===== src/rtl/snn_weight_mem_if.sv =====
// Command/response bundle for the synaptic weight store.
//
// Handshake: a command transfers on a rising edge where cmd_valid and
// cmd_ready are both high. Once cmd_valid is raised, the master keeps it
// and cmd_op/cmd_addr/cmd_data stable until that edge. cmd_ready does not
// depend on cmd_valid. rsp_valid is a one-cycle pulse with no back-pressure.
// rsp_data keeps its value until the next response.
interface snn_weight_mem_if #(
  parameter int DATA_W = 8,
  parameter int ADDR_W = 4
);
  logic              cmd_valid;
  logic              cmd_ready;
  logic [1:0]        cmd_op;
  logic [ADDR_W-1:0] cmd_addr;
  logic [DATA_W-1:0] cmd_data;
  logic              rsp_valid;
  logic [DATA_W-1:0] rsp_data;
  logic              rsp_sat;
  logic              busy;

  modport master (
    output cmd_valid, cmd_op, cmd_addr, cmd_data,
    input  cmd_ready, rsp_valid, rsp_data, rsp_sat, busy
  );

  modport slave (
    input  cmd_valid, cmd_op, cmd_addr, cmd_data,
    output cmd_ready, rsp_valid, rsp_data, rsp_sat, busy
  );
endinterface


===== src/rtl/snn_weight_mem.sv =====
// Synaptic weight store made of flops. It handles read, write, a saturating
// reward update (read-modify-write with a signed delta) and a clear-all that
// walks every entry, one entry per cycle.
module snn_weight_mem #(
  parameter int DATA_W = 8,
  parameter int ADDR_W = 4,
  parameter bit SIGNED = 1'b0
) (
  input  logic             clk,
  input  logic             rst,
  snn_weight_mem_if.slave  cmd_if,
  output logic [1:0]       o_dbg_state
);

  localparam int DEPTH = 1 << ADDR_W;
  localparam int SUM_W = DATA_W + 2;

  localparam logic [1:0] OP_READ   = 2'b00;
  localparam logic [1:0] OP_WRITE  = 2'b01;
  localparam logic [1:0] OP_UPDATE = 2'b10;

  // Clamp limits for the extended sum (DATA_W+2 bits, two's complement).
  localparam logic signed [SUM_W-1:0] SMAX = {3'b000, {(DATA_W-1){1'b1}}};
  localparam logic signed [SUM_W-1:0] SMIN = {3'b111, {(DATA_W-1){1'b0}}};

  typedef enum logic [1:0] {
    S_IDLE = 2'd0,
    S_UPD  = 2'd1,
    S_CLR  = 2'd2
  } state_t;

  state_t                   r_state;
  state_t                   w_next;
  logic [DATA_W-1:0]        r_mem [DEPTH];
  logic [ADDR_W-1:0]        r_cnt;
  logic [ADDR_W-1:0]        r_addr;
  logic [DATA_W-1:0]        r_delta;
  logic [DATA_W-1:0]        r_old;
  logic                     r_rsp_valid;
  logic [DATA_W-1:0]        r_rsp_data;
  logic                     r_rsp_sat;

  logic                     w_accept;
  logic                     w_clr_last;
  logic signed [SUM_W-1:0]  w_old_ext;
  logic signed [SUM_W-1:0]  w_delta_ext;
  logic signed [SUM_W-1:0]  w_sum;
  logic [DATA_W-1:0]        w_upd_val;
  logic                     w_upd_sat;

  // Commands are taken only in IDLE. The ready term comes from the state alone.
  assign w_accept   = cmd_if.cmd_valid && (r_state == S_IDLE);
  assign w_clr_last = (r_cnt == ADDR_W'(DEPTH - 1));

  // State register. Reset returns to IDLE, which aborts any UPD or CLR in flight.
  always_ff @(posedge clk) begin
    if (rst) begin
      r_state <= S_IDLE;
    end else begin
      r_state <= w_next;
    end
  end

  // Next-state decode: UPDATE takes one extra cycle, CLEAR takes DEPTH cycles.
  always_comb begin
    w_next = r_state;
    case (r_state)
      S_IDLE: begin
        if (w_accept) begin
          if (cmd_if.cmd_op == OP_UPDATE) begin
            w_next = S_UPD;
          end else if (cmd_if.cmd_op == 2'b11) begin
            w_next = S_CLR;
          end
        end
      end
      S_UPD:   w_next = S_IDLE;
      S_CLR:   w_next = w_clr_last ? S_IDLE : S_CLR;
      default: w_next = S_IDLE;
    endcase
  end

  // Saturating add of the latched old value and delta. Two guard bits keep
  // the sum exact, so the clamp only has to look at the top bits.
  always_comb begin
    w_old_ext   = SIGNED ? {{2{r_old[DATA_W-1]}}, r_old} : {2'b00, r_old};
    w_delta_ext = {{2{r_delta[DATA_W-1]}}, r_delta};
    w_sum       = w_old_ext + w_delta_ext;
    w_upd_val   = w_sum[DATA_W-1:0];
    w_upd_sat   = 1'b0;
    if (SIGNED) begin
      if (w_sum > SMAX) begin
        w_upd_val = SMAX[DATA_W-1:0];
        w_upd_sat = 1'b1;
      end else if (w_sum < SMIN) begin
        w_upd_val = SMIN[DATA_W-1:0];
        w_upd_sat = 1'b1;
      end
    end else begin
      if (w_sum[SUM_W-1]) begin
        w_upd_val = '0;
        w_upd_sat = 1'b1;
      end else if (w_sum[DATA_W]) begin
        w_upd_val = '1;
        w_upd_sat = 1'b1;
      end
    end
  end

  // Array writes, operand latches and registered response.
  // The array is written on the accept edge, so a READ on the next edge
  // already sees the new value.
  always_ff @(posedge clk) begin
    if (rst) begin
      for (int i = 0; i < DEPTH; i++) begin
        r_mem[i] <= '0;
      end
      r_cnt       <= '0;
      r_addr      <= '0;
      r_delta     <= '0;
      r_old       <= '0;
      r_rsp_valid <= 1'b0;
      r_rsp_data  <= '0;
      r_rsp_sat   <= 1'b0;
    end else begin
      r_rsp_valid <= 1'b0;
      case (r_state)
        S_IDLE: begin
          if (w_accept) begin
            case (cmd_if.cmd_op)
              OP_READ: begin
                r_rsp_data  <= r_mem[cmd_if.cmd_addr];
                r_rsp_sat   <= 1'b0;
                r_rsp_valid <= 1'b1;
              end
              OP_WRITE: begin
                r_mem[cmd_if.cmd_addr] <= cmd_if.cmd_data;
                r_rsp_data  <= cmd_if.cmd_data;
                r_rsp_sat   <= 1'b0;
                r_rsp_valid <= 1'b1;
              end
              OP_UPDATE: begin
                r_addr  <= cmd_if.cmd_addr;
                r_delta <= cmd_if.cmd_data;
                r_old   <= r_mem[cmd_if.cmd_addr];
              end
              default: begin
                r_cnt <= '0;
              end
            endcase
          end
        end
        S_UPD: begin
          r_mem[r_addr] <= w_upd_val;
          r_rsp_data    <= w_upd_val;
          r_rsp_sat     <= w_upd_sat;
          r_rsp_valid   <= 1'b1;
        end
        S_CLR: begin
          r_mem[r_cnt] <= '0;
          r_cnt        <= r_cnt + 1'b1;
          if (w_clr_last) begin
            r_rsp_data  <= '0;
            r_rsp_sat   <= 1'b0;
            r_rsp_valid <= 1'b1;
          end
        end
        default: ;
      endcase
    end
  end

  assign cmd_if.cmd_ready = (r_state == S_IDLE);
  assign cmd_if.busy      = (r_state != S_IDLE);
  assign cmd_if.rsp_valid = r_rsp_valid;
  assign cmd_if.rsp_data  = r_rsp_data;
  assign cmd_if.rsp_sat   = r_rsp_sat;
  assign o_dbg_state      = r_state;

endmodule


===== src/flat_wrapper.sv =====
// flat-port wrapper written by rule: the top's interface ports become plain ports
module snn_weight_mem_flat 
#(
  parameter int DATA_W = 8,
  parameter int ADDR_W = 4,
  parameter bit SIGNED = 1'b0
)
  (clk, rst, o_dbg_state, cmd_if_cmd_valid, cmd_if_cmd_op, cmd_if_cmd_addr, cmd_if_cmd_data, cmd_if_cmd_ready, cmd_if_rsp_valid, cmd_if_rsp_data, cmd_if_rsp_sat, cmd_if_busy);
  snn_weight_mem_if #(.DATA_W(DATA_W), .ADDR_W(ADDR_W)) cmd_if_i ();
  input  logic clk;
  input  logic rst;
  output logic [1:0] o_dbg_state;
  input wire logic [$bits(cmd_if_i.cmd_valid)-1:0] cmd_if_cmd_valid;
  input wire logic [$bits(cmd_if_i.cmd_op)-1:0] cmd_if_cmd_op;
  input wire logic [$bits(cmd_if_i.cmd_addr)-1:0] cmd_if_cmd_addr;
  input wire logic [$bits(cmd_if_i.cmd_data)-1:0] cmd_if_cmd_data;
  output wire logic [$bits(cmd_if_i.cmd_ready)-1:0] cmd_if_cmd_ready;
  output wire logic [$bits(cmd_if_i.rsp_valid)-1:0] cmd_if_rsp_valid;
  output wire logic [$bits(cmd_if_i.rsp_data)-1:0] cmd_if_rsp_data;
  output wire logic [$bits(cmd_if_i.rsp_sat)-1:0] cmd_if_rsp_sat;
  output wire logic [$bits(cmd_if_i.busy)-1:0] cmd_if_busy;
  assign cmd_if_i.cmd_valid = cmd_if_cmd_valid;
  assign cmd_if_i.cmd_op = cmd_if_cmd_op;
  assign cmd_if_i.cmd_addr = cmd_if_cmd_addr;
  assign cmd_if_i.cmd_data = cmd_if_cmd_data;
  assign cmd_if_cmd_ready = cmd_if_i.cmd_ready;
  assign cmd_if_rsp_valid = cmd_if_i.rsp_valid;
  assign cmd_if_rsp_data = cmd_if_i.rsp_data;
  assign cmd_if_rsp_sat = cmd_if_i.rsp_sat;
  assign cmd_if_busy = cmd_if_i.busy;
  snn_weight_mem #(.DATA_W(DATA_W), .ADDR_W(ADDR_W), .SIGNED(SIGNED)) u_core (.clk(clk), .rst(rst), .cmd_if(cmd_if_i), .o_dbg_state(o_dbg_state));
endmodule

===== config.mk =====
export PLATFORM = sky130hd
export DESIGN_NAME = snn_weight_mem_flat
export DESIGN_NICKNAME = d
export VERILOG_FILES = /design/src/rtl/snn_weight_mem_if.sv /design/src/rtl/snn_weight_mem.sv /design/src/flat_wrapper.sv
export SDC_FILE = /design/constraint.sdc
export NUM_CORES = 1
export LEC_CHECK = 0
export BUFFER_PORTS_ARGS = -buffer_cell sky130_fd_sc_hd__buf_2
export CAP_MARGIN = 0
export CELL_PAD_IN_SITES_DETAIL_PLACEMENT = 0
export CELL_PAD_IN_SITES_GLOBAL_PLACEMENT = 1
export CORE_MARGIN = 1
export CORE_UTILIZATION = 50
export CTS_CLUSTER_DIAMETER = 30
export DETAILED_ROUTE_END_ITERATION = 12
export GPL_TIMING_DRIVEN = 0
export PLACE_DENSITY_LB_ADDON = 0.1
export SLEW_MARGIN = 20
export SYNTH_ARGS = -nofsm -noshare
export SYNTH_HDL_FRONTEND = slang
export SYNTH_SLANG_ARGS = --single-unit
export TNS_END_PERCENT = 50

===== constraint.sdc =====
create_clock -name clk -period 3.6 [get_ports clk]
set_input_delay 0.36 -clock clk [delete_from_list [all_inputs] [get_ports clk]]
set_output_delay 0.36 -clock clk [all_outputs]
set_load 0.03 [all_outputs]

==> After elaboration in Yosys (flattened, before gate mapping) <==
Memories as Yosys holds them, arrays and structs flattened.
Cells that the tools add are included.
{ "classes": {"n_addsub": 2, "mux": 46, "n_reduce_logical": 16, "eq_ne": 12} }
{ "ops": {"columns": ["cell", "n"], "rows": [
  ["$mux 8", 7],
  ["$mux 1", 24],
  ["$pmux 8 s3", 1],
  ["$reduce_or 8->1", 3],
  ["$mux 4", 5],
  ["$pmux 8 s2", 1],
  ["$add 9x8->10", 1],
  ["$mux 2", 4],
  ["$pmux 4 s2", 1],
  ["$reduce_and 4->1", 2],
  ["$eq 2x2->1 const B", 3],
  ["$ne 3x1->1 const B", 2],
  ["$pmux 1 s3", 2],
  ["$reduce_and 3->1", 2],
  ["$add 4x1->4 const B", 1],
  ["$eq 2x1->1 const B", 2],
  ["$eq 4x4->1 const B", 1],
  ["$logic_not 2->1", 2],
  ["$ne 2x1->1 const B", 2],
  ["$ne 2x2->1 const B", 2],
  ["$pmux 2 s2", 1],
  ["$reduce_bool 2->1", 2],
  ["$reduce_bool 3->1", 1],
  ["$reduce_or 3->1", 1],
  ["other kinds (3)", 3]
]} }
{ "word_totals": {"ram_bits": 128, "mem_count": 1, "input_bits": 17, "regBits": 36, "output_inout_bits": 14, "word_cells": 85} }
{ "memory_table": {"columns": ["name", "depth", "word_bits", "read_ports", "rd_clocked_by_memory_dff", "wr", "line_no", "text"], "rows": [
  ["u_core.r_mem", 16, 8, 1, 0, 16, "snn_weight_mem.sv:34", "logic [DATA_W-1:0] r_mem [DEPTH];"]
]} }

==> Longest topological paths before layout <==
{ "logic_depth": {"ltp_word": 10, "ltp_mapped": 9, "mapped_depth_nobuf": 8} }

==> Least setup slack after synthesis <==
OpenSTA, ideal clock, no wires.
{ "synth_path": {"kind": "reg2reg", "from": "register u_core.r_state[0] (netlist: u_core.o_dbg_state[0])", "to": "memory u_core.r_mem[10][0], enable pin", "setup_ns": 0.334, "required_ns": 3.266, "slack_ns": 0.798, "t_arrival_ns": 2.467, "path_stages_with_launch": 10, "period_less_slack_ns": 2.802, "n_path_buf": 1, "path_cell_list": "dfxtp_1 inv_1 ha_1 o21bai_1 clkbuf_1 nand2_1 o21a_1 nor3_1 nand2_1 nand2b_1"} }
{ "synth_lines": {"columns": ["item", "line_no", "text"], "rows": [
  ["start: declaration", "snn_weight_mem.sv:32", "state_t r_state;"],
  ["start signal: assignment", "snn_weight_mem.sv:60", "r_state <= w_next;"],
  ["end: declaration", "snn_weight_mem.sv:34", null]
]} }

==> summary.txt <==
GRT
  – Total global routing track utilization: 0.2760
  – Number of global-route vias before repair: ~5600
  – Initial antenna violation count: 0
  – Largest net degree at the start of global routing: 17
  – First-pass GRT wire length: around 32000 um
  – Congestion Overflow GR: 0

Worst hold path
  – Hold path startpoint: cmd_if_cmd_data[0]
  – Cell depth of the worst min-delay path: 3
  – Hold Path End: u_core.r_delta[0]$_SDFFE_PP0P_
  – Kind of path behind the tightest hold check: in2reg

Synthesis
  – Syn Std Cell Area: between 7000 and 8000 um2
  – Portion of the post-synthesis area used by sequential elements: 0.5809
  – Unique masters post-synth: just over 50
  – Fraction of post-synthesis cell area in the top cell type by area: 0.4892
  – Async set-or-reset flop fraction in the synthesized netlist: 0
  – Cell with the most instances after synthesis: nor2_1
  – Count of synthesis-stage warnings from yosys: 0
  – Cell taking the most area after synthesis: edfxtp_1
  – Number of enable flip-flop cells after synthesis: around 130
  – Count of state elements after synthesis: roughly 160
  – Most used standard cells in the synthesized netlist: nor2_1, edfxtp_1, nand2_1, dfxtp_1, a21oi_1
  – Mean post-synth cell area: 11.37 um2
  – Top cells by area, synth: edfxtp_1, dfxtp_1, mux4_2, nor2_1, nand2_1
  – Post-Synthesis Cells: 691
  – Most frequently used flop master after synthesis: edfxtp_1
  – Synth Net Count: 723

Timing
  – Unrepaired setup endpoints after global routing: no
  – Max-slew violation count: 0
  – Final period utilization: 0.9412
  – Total negative setup slack: 0 ps
  – Final worst clock skew: approximately 11 ps
  – Timing-limited maximum frequency: approximately 0.30 GHz
  – Post-route worst hold slack: 183.3 ps
  – Count of endpoints failing setup in the final report: 0
  – Final Hold Viols: 0
  – Post-layout min period: between 3000 and 4000 ps
  – Transition time at the pin with the least slew margin: about 940 ps
  – Crit path setup slack, layout: roughly 210 ps
  – Max-Slew Margin vs Limit: 0.3762

Cells and area
  – Area growth from synthesis to layout: 12.37%
  – Layout cells sized above 1: 0.1503
  – Antenna diodes: 0
  – Final instance area: around 9000 um2
  – Layout net count: 771
  – Final Instance Count excl. Fillers: 963

Setup path
  – CP startpoint: u_core.r_old[0]$_SDFFE_PP0P_
  – Sort of element at the end of the critical path: flop
  – Class of the most critical setup path: reg2reg
  – R2R cell count: 9
  – Critical Path Fanout Max: 10
  – Largest incremental delay on the critical path: a little under 700 ps
  – R2r startpoint: u_core.r_old[0]$_SDFFE_PP0P_
  – Data arrival at the endpoint of the critical path: about 3600 ps
  – Slowest library cell on the worst path: a22oi_1
  – Data required time of the worst path: ~3800 ps
  – Worst Setup Start Kind: flop
  – Cell breakdown of the critical path: ha_1 -> fa_1 -> nand3_1 -> a21oi_1 -> nor3_2 -> o21bai_1 -> a22oi_1 -> buf_2 -> nor2_1
  – Worst flop-to-flop path endpoint: u_core.r_mem[5][0]$_SDFFCE_PN0P_
  – R2R setup slack: approximately 210 ps

Clocking
  – Clock insertion delay at the later pin of the skew report: 440 ps
  – Cts-stage hold buffer count: 0
  – Maximum level of the CTS H-tree: 4
  – Clock edge transition at the registers on the reported setup and hold paths: roughly 70 ps
  – Root buffer cell: clkbuf_16
  – Num Clock Sinks: 164
  – Clock tree from TritonCTS: yes
  – Count of buffers added by post-CTS timing repair for setup: 0
  – Post-CTS Resized: 1
  – Number of buffers created by CTS: 17
  – Longest Clk Path Bufs: 2

Floorplanning
  – Initial Util: 0.5150
  – Vertical die dimension: around 130 um
  – Row cnt: between 40 and 50
  – Width of the die: ~130 um
  – Number of top-level pins: 31
  – Std-Cell Core Area: about 15000 um2
  – Area of the die: about 16000 um2

Route
  – Count of unresolved DRC violations after routing: 0
  – Final routed wirelength across all metal layers: just over 20000 um
  – ANT nets after route: 0
  – Avg Vias per Cell: between 5 and 6
  – DRT iter0 DRCs: 506
  – Length of the first detailed-routing pass in iterations: 5
  – Total via count after detailed routing: between 5000 and 6000
  – Drt wl/cell: approximately 22 um

Power and ir drop
  – Power per cell area: ~510 nW/um2
  – Reported leakage power: around 3.2 nW
  – VDD IR-drop max: 0.4026 mV

Status
  – Outcome: complete, no violations

Place
  – Number of instances in the placed design: slightly above 900
  – Hpwl dp: between 10000 and 15000 um
  – Worst setup timing slack at the placement stage: -5.563 ps
  – Input/output buffers: 29
  – GPL Wtd Cong: around 0.88
  – Post-detailed-placement cell area: 8272 um2

Run
  – Total of max-cap violations: 0
-- cells by family after synthesis --
group / count (synthesis) / share of synthesized area
muxes: 41 / 0.09363
adders and majority gates: 15 / 0.02484
DFF: 164 / 0.5809
xor gates and xnor gates: 2 / 0.002230
and+or+nand+nor: 300 / 0.1662
buffers and inverters: 43 / 0.02341
AOI/OAI and AO/OA: 126 / 0.1088
-- per-stage QoR --
step / power (W) / util
2_1_floorplan: 0.002646 / -
3_3_place_gp: 0.002855 / 0.5418
3_5_place_dp: 0.002866 / 0.5421
4_1_cts: 0.004547 / 0.5781
5_1_grt: 0.004683 / 0.5787
6_report: 0.004535 / 0.5787
-- worst max path at each step --
stage,endpoint,slack [ps],depth (start not counted)
after floorplan,u_core.r_mem[10][0]$_SDFFCE_PN0P_,800,9
after detailed placement,u_core.r_mem[12][1]$_SDFFCE_PN0P_,-6,9
after global routing,u_core.r_mem[3][5]$_SDFFCE_PN0P_,90,9
final,u_core.r_mem[5][0]$_SDFFCE_PN0P_,210,9
after CTS,u_core.r_mem[8][6]$_SDFFCE_PN0P_,110,9
after global placement,u_core.r_mem[13][1]$_SDFFCE_PN0P_,70,9
-- placed cells by master, fill, tap and decap left out, types with 3 or more instances in the layout --
cell | synthesis | final
a211oi_1 | 9 | 9
a21boi_0 | 3 | 3
a21o_1 | 6 | 6
a21oi_1 | 34 | 34
a221o_1 | 4 | 4
a221oi_1 | 8 | 8
a22oi_1 | 18 | 18
a31oi_1 | 4 | 4
and2_1 | 4 | 4
and3_1 | 3 | 3
buf_2 | 15 | 44
clkbuf_1 | 17 | 17
clkbuf_16 | 0 | 17
clkinvlp_4 | 0 | 3
dfxtp_1 | 36 | 36
edfxtp_1 | 128 | 128
ha_1 | 14 | 14
inv_1 | 8 | 8
inv_6 | 0 | 6
mux2i_1 | 15 | 15
mux4_2 | 26 | 26
nand2_1 | 79 | 79
nand2b_1 | 19 | 18
nand3_1 | 5 | 5
nand4_1 | 3 | 3
nor2_1 | 153 | 153
nor2b_1 | 11 | 11
nor3_1 | 14 | 11
nor3_2 | 1 | 4
o21a_1 | 7 | 7
o21ai_0 | 14 | 14
o21bai_1 | 4 | 4
o22ai_1 | 5 | 5
-- flip-flops by register name, indices dropped and copies added (netlist names) --
signal / cells
u_core.cmd_if.rsp_valid: 1
u_core.r_delta: 8
u_core.r_old: 8
u_core.cmd_if.rsp_sat: 1
u_core.r_cnt: 4
u_core.r_addr: 4
u_core.cmd_if.rsp_data: 8
u_core.o_dbg_state: 2
u_core.r_mem: 128
-- final cells by class --
class	count	area, um2
clock inverters	14	115.1
inverters	8	30.03
plain buffers	35	155.1
multi-input cells	484	3127
flip-flops and latches	164	4564
well taps	211	264.0
clock buffers	18	429.2
repair buffers	29	145.1
fillers	1285	6429
-- per-layer routing --
layer,GRT usage,part of all wire
met5,0,0
met1,0.3698,0.44
met3,0.05611,0.054
met4,0.1225,0.031
met2,0.4375,0.48
-- power breakdown --
group / internal [W] / total [W] / switching, W
combinational: 0.000204 / 0.000658 / 0.000454
sequential: 0.00214 / 0.00218 / 0.0000413
clock: 0.000900 / 0.00170 / 0.000799
-- critical path: cells and delay by family, from the launching register on --
kind / cells / cell delay [ps]
and+or+nand+nor: 3 / 690
buffers and inverters: 1 / 380
adders and majority gates: 2 / 730
AOI/OAI and AO/OA: 3 / 1000
DFF: 1 / 320
Power figures use the tool's default switching activity.
